[src/rtl/sysram_access_ctrl.sv]
// System RAM access sequencer: turns one-shot read/write requests into CS/OE/WE/RDR_EN timing
// and DATA-bus tri-state enables. Optional macro SYSRAM_CTRL_BACK2BACK_EN accepts a new request in DONE.
module sysram_access_ctrl #(
   parameter int ADDR_W   = 5,
   parameter int DATA_W   = 8,
   parameter int RD_WAIT  = 1,
   parameter int WR_PULSE = 1
) (
   input  logic              clk_i,
   input  logic              rst_n_i,
   input  logic              req_i,
   input  logic              req_we_i,
   input  logic              req_src_i,
   input  logic [ADDR_W-1:0] req_addr_i,
   input  logic [DATA_W-1:0] ram_data_in_i,
   output logic              busy_o,
   output logic              ack_o,
   output logic [DATA_W-1:0] rd_data_o,
   output logic              ram_cs_o,
   output logic              ram_oe_o,
   output logic              ram_we_o,
   output logic [ADDR_W-1:0] ram_addr_o,
   output logic              alu_bus_en_o,
   output logic              port_bus_en_o,
   output logic              rdr_en_o,
   output logic [2:0]        dbg_state_o
);

   localparam int CNT_MAX = (RD_WAIT > WR_PULSE) ? RD_WAIT : WR_PULSE;
   localparam int CNT_W   = $clog2(CNT_MAX + 1);
   localparam logic [CNT_W-1:0] RD_LOAD = CNT_W'((RD_WAIT > 0) ? (RD_WAIT - 1) : 0);
   localparam logic [CNT_W-1:0] WR_LOAD = CNT_W'(WR_PULSE - 1);

   typedef enum logic [2:0] {
      ST_IDLE  = 3'd0,
      ST_SETUP = 3'd1,
      ST_RWAIT = 3'd2,
      ST_RCAP  = 3'd3,
      ST_WSTB  = 3'd4,
      ST_WHOLD = 3'd5,
      ST_DONE  = 3'd6
   } state_t;

   state_t              state_q, state_d;
   logic [CNT_W-1:0]    cnt_q, cnt_d;
   logic [ADDR_W-1:0]   addr_q, addr_d;
   logic                we_q, we_d;
   logic                src_q, src_d;
   logic [DATA_W-1:0]   rd_data_q, rd_data_d;
   logic                busy_q, busy_d;
   logic                ack_q, ack_d;
   logic                cs_q, cs_d;
   logic                oe_q, oe_d;
   logic                wstb_q, wstb_d;
   logic                alu_en_q, alu_en_d;
   logic                port_en_q, port_en_d;
   logic                rdr_q, rdr_d;
   logic                bus_d;
   logic                accept;

   always_comb begin
      state_d   = state_q;
      cnt_d     = cnt_q;
      addr_d    = addr_q;
      we_d      = we_q;
      src_d     = src_q;
      rd_data_d = rd_data_q;
      accept    = 1'b0;

      case (state_q)
         ST_IDLE:  accept = req_i;
         ST_SETUP: begin
            if (we_q) begin
               state_d = ST_WSTB;
               cnt_d   = WR_LOAD;
            end else if (RD_WAIT > 0) begin
               state_d = ST_RWAIT;
               cnt_d   = RD_LOAD;
            end else begin
               state_d = ST_RCAP;
            end
         end
         ST_RWAIT: begin
            if (cnt_q == '0) state_d = ST_RCAP;
            else             cnt_d   = cnt_q - 1'b1;
         end
         ST_RCAP: begin
            rd_data_d = ram_data_in_i;
            state_d   = ST_DONE;
         end
         ST_WSTB: begin
            if (cnt_q == '0) state_d = ST_WHOLD;
            else             cnt_d   = cnt_q - 1'b1;
         end
         ST_WHOLD: state_d = ST_DONE;
         ST_DONE: begin
            state_d = ST_IDLE;
`ifdef SYSRAM_CTRL_BACK2BACK_EN
            accept  = req_i;
`else
            accept  = 1'b0;
`endif
         end
         default: state_d = ST_IDLE;
      endcase

      if (accept) begin
         state_d = ST_SETUP;
         addr_d  = req_addr_i;
         we_d    = req_we_i;
         src_d   = req_src_i;
      end

      // Outputs are decoded from the next state so every pin comes straight from a flop.
      busy_d    = (state_d != ST_IDLE);
      ack_d     = (state_d == ST_DONE);
      cs_d      = (state_d != ST_IDLE) && (state_d != ST_DONE);
      oe_d      = (state_d == ST_RWAIT) || (state_d == ST_RCAP);
      rdr_d     = (state_d == ST_RCAP);
      wstb_d    = (state_d == ST_WSTB);
      bus_d     = ((state_d == ST_SETUP) && we_d) || (state_d == ST_WSTB) || (state_d == ST_WHOLD);
      alu_en_d  = bus_d && !src_d;
      port_en_d = bus_d && src_d;
   end

   always_ff @(posedge clk_i or negedge rst_n_i) begin
      if (!rst_n_i) begin
         state_q   <= ST_IDLE;
         cnt_q     <= '0;
         addr_q    <= '0;
         we_q      <= 1'b0;
         src_q     <= 1'b0;
         rd_data_q <= '0;
         busy_q    <= 1'b0;
         ack_q     <= 1'b0;
         cs_q      <= 1'b0;
         oe_q      <= 1'b0;
         wstb_q    <= 1'b0;
         alu_en_q  <= 1'b0;
         port_en_q <= 1'b0;
         rdr_q     <= 1'b0;
      end else begin
         state_q   <= state_d;
         cnt_q     <= cnt_d;
         addr_q    <= addr_d;
         we_q      <= we_d;
         src_q     <= src_d;
         rd_data_q <= rd_data_d;
         busy_q    <= busy_d;
         ack_q     <= ack_d;
         cs_q      <= cs_d;
         oe_q      <= oe_d;
         wstb_q    <= wstb_d;
         alu_en_q  <= alu_en_d;
         port_en_q <= port_en_d;
         rdr_q     <= rdr_d;
      end
   end

   assign busy_o        = busy_q;
   assign ack_o         = ack_q;
   assign rd_data_o     = rd_data_q;
   assign ram_cs_o      = cs_q;
   assign ram_oe_o      = oe_q;
   assign ram_we_o      = wstb_q;
   assign ram_addr_o    = addr_q;
   assign alu_bus_en_o  = alu_en_q;
   assign port_bus_en_o = port_en_q;
   assign rdr_en_o      = rdr_q;
   assign dbg_state_o   = state_q;

endmodule

[config.mk]
export PLATFORM = sky130hd
export DESIGN_NAME = sysram_access_ctrl
export DESIGN_NICKNAME = d
export VERILOG_FILES = /design/src/rtl/sysram_access_ctrl.sv
export SDC_FILE = /design/constraint.sdc
export NUM_CORES = 1
export LEC_CHECK = 0
export ABC_AREA = 1
export CAP_MARGIN = 40
export CORE_UTILIZATION = 42
export CTS_CLUSTER_DIAMETER = 60
export CTS_CLUSTER_SIZE = 14
export DETAILED_ROUTE_END_ITERATION = 10
export PLACE_DENSITY = 0.85
export REMOVE_ABC_BUFFERS = 1
export SLEW_MARGIN = 20
export SYNTH_ARGS = -nofsm -noshare
export SYNTH_HDL_FRONTEND = slang
export SYNTH_SLANG_ARGS = --single-unit
[constraint.sdc]
create_clock -name clk_i -period 1.5 [get_ports clk_i]
set_input_delay 0.15 -clock clk_i [delete_from_list [all_inputs] [get_ports clk_i]]
set_output_delay 0.15 -clock clk_i [all_outputs]
set_load 0.01 [all_outputs]
# After elaboration in Yosys (flattened, before gate mapping)
# Index checks and enable logic that the tools add are counted.
[totals]
output_inout_bits = 24
word_cells = 50
reg_bits = 27
in_bits = 18
[op_classes]
mux = 10
eq_ne = 12
n_reduce_logical = 13
n_addsub = 1
[op_table]
columns = ["op", "count"]
rows = [
  ["$eq A3 B3 Y1 const B", 5],
  ["$pmux W3 S5", 1],
  ["$eq A3 B2 Y1 const B", 4],
  ["$mux W3", 4],
  ["$eq A3 B1 Y1 const B", 2],
  ["$logic_and A1 B1 Y1", 4],
  ["$mux W1", 4],
  ["$reduce_or A2 Y1", 2],
  ["$logic_not A3 Y1", 1],
  ["$logic_or A1 B1 Y1", 3],
  ["$ne A3 B3 Y1 const B", 1],
  ["$reduce_bool A3 Y1", 1],
  ["$pmux W1 S2", 1],
  ["$reduce_bool A2 Y1", 1],
  ["$logic_not A1 Y1", 1],
  ["$sub A1 B1 Y1 const B", 1],
]

# Longest topological paths before layout
# Gate-level depths: netlist of the first run.
[depth]
ltp_word = 9
ltp_mapped = 8
depth_no_buf = 8

# Least setup slack after synthesis of the first run
# OpenSTA, ideal clock, no wires.
[synth_path]
kind = "register to register"
from = "register state_q[2], in the netlist dbg_state_o[2]"
to = "register cs_q, in the netlist ram_cs_o"
t_required_ns = 1.380
arrival_ns = 1.025
synth_period_minus_slack_ns = 1.146
stages_incl_launch_ff = 8
n_path_buf = 1
setup_ns = 0.120
setup_slack_ns = 0.354
cell_sequence = "dfrtp_1 buf_4 inv_1 nand2_1 nand3_1 nand2_1 o21ai_1 nand2_1"
[synth_via]
elab_chain_len = 6
elab_cells_between_ends = 15
cone_classes = "eq/ne: 6; mux: 5; reduce/logical: 4"
[synth_lines]
columns = ["item", "line", "rtl"]
rows = [
  ["start, declared", "44", "state_t state_q, state_d;"],
  ["start signal, assigned", "143", "state_q <= state_d;"],
  ["$eq A3 B2 Y1 / $eq A3 B3 Y1 (equally long branches)", "70", "case (state_q)"],
  ["$reduce_or A2 Y1 (no line)", "--", ""],
  ["$pmux W3 S5", "70", ""],
  ["$mux W3 *", "107", "if (accept) begin"],
  ["via state_d[0]", "44", ""],
  ["$ne A3 B3 Y1 / $reduce_bool A3 Y1 (equally long branches)", "117", "cs_d = (state_d != ST_IDLE) && (state_d != ST_DONE);"],
  ["$logic_and A1 B1 Y1 *", "117", ""],
  ["via cs_d", "52", "logic cs_q, cs_d;"],
  ["end signal, assigned", "151", "cs_q <= cs_d;"],
  ["end, declared", "52", ""],
]
# Mark *: on every way through the listed nets, which the timed path passes. The rest lies on a longest branch.
# A chain may end at the register's enable or synchronous reset.

# Final worst setup path of the first run
[layout_path]
from = "register state_q[0], in the netlist dbg_state_o[0]"
to = "output dbg_state_o[0]"
[layout_rtl]
columns = ["item", "line", "rtl"]
rows = [
  ["end, declared", "26", "output logic [2:0] dbg_state_o"],
]
# No word-level cell between the ends.

==> flow_summary.ini, run 1 <==
[routing]
wl_um = 2240
wire_per_inst_um = 11.6
final_antenna_net_count = 0
route.detailed.vias_per_inst = 4.75
drt_pass1_iterations = 4
drc = 0
detail_route.iter0.violations = 16
vias = 922

[global_routing]
grt_use_total_pct = 18.2
grt_start_max_net_pins = 27
grt_pass1_wl_um = 3630
grt_antenna_before_repair = 0
overflow = 0
number_of_global_route_vias_before_repair = 910

[cells_and_area]
nNetsFinal = 183
post_synthesis_to_final_layout_area_growth_pct = 45.3
num_antenna_cells = 0
drive_above_1_share_pct = 14.0

[sta]
timing.final.crit_period_ns = 1.40
fin_tns_setup_ns = 0
least_margin_pin_slew_ns = 0.316
post-route-period-util_pct = 93.2
rsz0062_at_grt = no
final-setup-viol-count = 0
maxSlewHeadroom_pct = 78.9
hold_slack_ns = 0.196
timing_hold_violations_final = 0
skew_ns = 0.00155
slew_viol_final = 0
max_freq_ghz = 0.716

[synthesis]
synth_cell_type_count = 15
synth.area.top_cells = dfrtp_1 59%, nand2_1 15%, nand3_1 8.2%
synth_top_area_share_pct = 59.3
post_synth.cell_area_avg_sq_um = 9.38
synthesis.area_sq_um = 1100
async_flop_share_pct = 100
synth_enable_flop_cells = 0
yosys_warnings = 0
yosysTopAreaCell = dfrtp_1
synthesis.instances = 117
synthMostInstantiatedCell = nand2_1
synth-seq-cells = 26
synthFlopType = dfrtp_1
netlist_top_cells_count = 43 x nand2_1, 26 x dfrtp_1, 18 x nand3_1
synth-seq-area-share_pct = 59.3

[setup_path]
timing.critical_path.required_ns = 1.35
cpPeakStageDelay_ns = 0.54
critical_path_buf_inv_count = 1
critPathArrivalTime_ns = 1.25
cp_cell_sequence = clkdlybuf4s50_1
startpoint_type_of_the_worst_setup_path = register
crit_family = buffers and inverters
worst-setup-path-type = reg -> out
endpoint_kind = primary output
critical_path.slowest_cell = clkdlybuf4s50_1
critPathMaxFanout = 2

[clocking]
clk_transition_reported_paths_ns = 0.12
ctsLongestPathBuffers = 2
tritoncts_num_sinks = 26
cts_hold_buffers = 0
cts-buffers-inserted = 3
clock_latency_ns = 0.31
h_tree_lvl_count = 1
clockRootBuffer = clkbuf_4
tritoncts = built

[floorplanning]
chipWidth_um = 53.1
top_level_ports = 42
design.core.area_sq_um = 2480
placement_rows = 18
starting_density_of_the_core_pct = 44.3
design.die.area_sq_um = 2820
die_height_um = 53.1

[place]
portBuffers = 41
hpwl_um = 1740
placer_congestion_estimate = 0.727

[hold_path]
worstHoldPathType = in -> async

[status]
status = finished, final reports clean

[power_and_ir_drop]
power.static_leakage_uw = 0.000820
powerDensity_nw_per_um2 = 2050
peak_supply_drop_uv = 1190

[run]
max_cap_violations = 0
==> report_power, final <==
part | internal, uW | switching [uW]
clock network | 148 | 185
logic | 838 | 884
registers | 1020 | 197
total | 2010 | 1270
==> final timing paths <==
kind | startpoint | end | slack, ns | cells past startpoint
hold reg to reg | rd_data_o[1] | rd_data_o[1] | 0.49 | 2
min in group clk_i | req_addr_i[4] | ram_addr_o[4] | 0.38 | 3
setup / recovery | dbg_state_o[0] | dbg_state_o[0] | 0.10 | 1
max in group asynchronous | rst_n_i | dbg_state_o[2] | 1.05 | 2
setup reg to reg | dbg_state_o[2] | ram_cs_o | 0.19 | 7
hold / removal | rst_n_i | rdr_en_o | 0.20 | 2
==> timing repair <==
item / 4_1_cts / 5_1_grt
pin swaps: 0 / 0
resized for setup: 4 / 1
setup endpoints to repair: 3 / 1
setup buffers: 1 / 1
==> kinds of logic after synthesis <==
family,count (synthesis),share of synthesized area (%)
and+or+nand+nor,73,32.2
AOI/OAI and AO/OA,4,2.05
buffers and inverters,14,6.50
DFF,26,59.3
==> per-layer routing <==
metal | part of all wire (%) | global-route usage, % | up-vias
met5 | 0 | 0 | -
met4 | 0.94 | 8.77 | 0
met3 | 6.5 | 4.02 | 2
met2 | 52 | 33.5 | 36
met1 | 41 | 19.2 | 423
li1 | - | - | 461
==> state kept, by name, indices dropped and copies added, names as in the netlist <==
register	cells
ram_we_o	1
ram_cs_o	1
dbg_state_o	3
rd_data_o	8
rdr_en_o	1
ram_addr_o	5
src_q	1
alu_bus_en_o	1
ack_o	1
we_q	1
busy_o	1
port_bus_en_o	1
ram_oe_o	1
==> cells in the final DEF (no fill, tap or decap), types with 4 or more instances in the layout <==
cell | netlist | layout
nand2_2 | 4 | 4
dfrtp_1 | 26 | 23
clkdlybuf4s50_1 | 0 | 39
inv_1 | 8 | 8
nand2_1 | 43 | 43
buf_4 | 1 | 5
nand3_1 | 18 | 18
==> per-stage QoR <==
step | setup WS [ns] | util (%) | power, uW | instance area [sq um] | std cells
after detailed placement | 0.192 | 62.1 | 2930 | 1540 | 188
final | 0.103 | 64.3 | 3270 | 1590 | 194
after floorplan | 0.247 | - | 2090 | 1070 | 114
after global routing | 0.0341 | 64.3 | 3560 | 1590 | 194
after CTS | 0.00379 | 63.9 | 3300 | 1580 | 193
after global placement | 0.226 | 62.1 | 2860 | 1540 | 188
==> worst register-to-register path: cells and delay by family (launching register included) <==
kind                   cells  cell delay, ns
and+or+nand+nor            5            0.53
buffers and inverters      2            0.22
DFF                        1            0.47
==> area by class of cell <==
cell class,instances,area [sq um]
fill,229,883
multi-input combinational,77,375
clock buffer,4,36.3
timing repair buffer,46,449
inverter,11,41.3
tap,30,37.5
sequential,26,654
No activity file was read; power rests on OpenSTA's default activity.
==> inputs of run 2 (changes only) <==
HOLD_SLACK_MARGIN = 0.15   (was default)
==> results of run 2 <==
No change in the layout: final DEF, timing and power equal those of run 1.
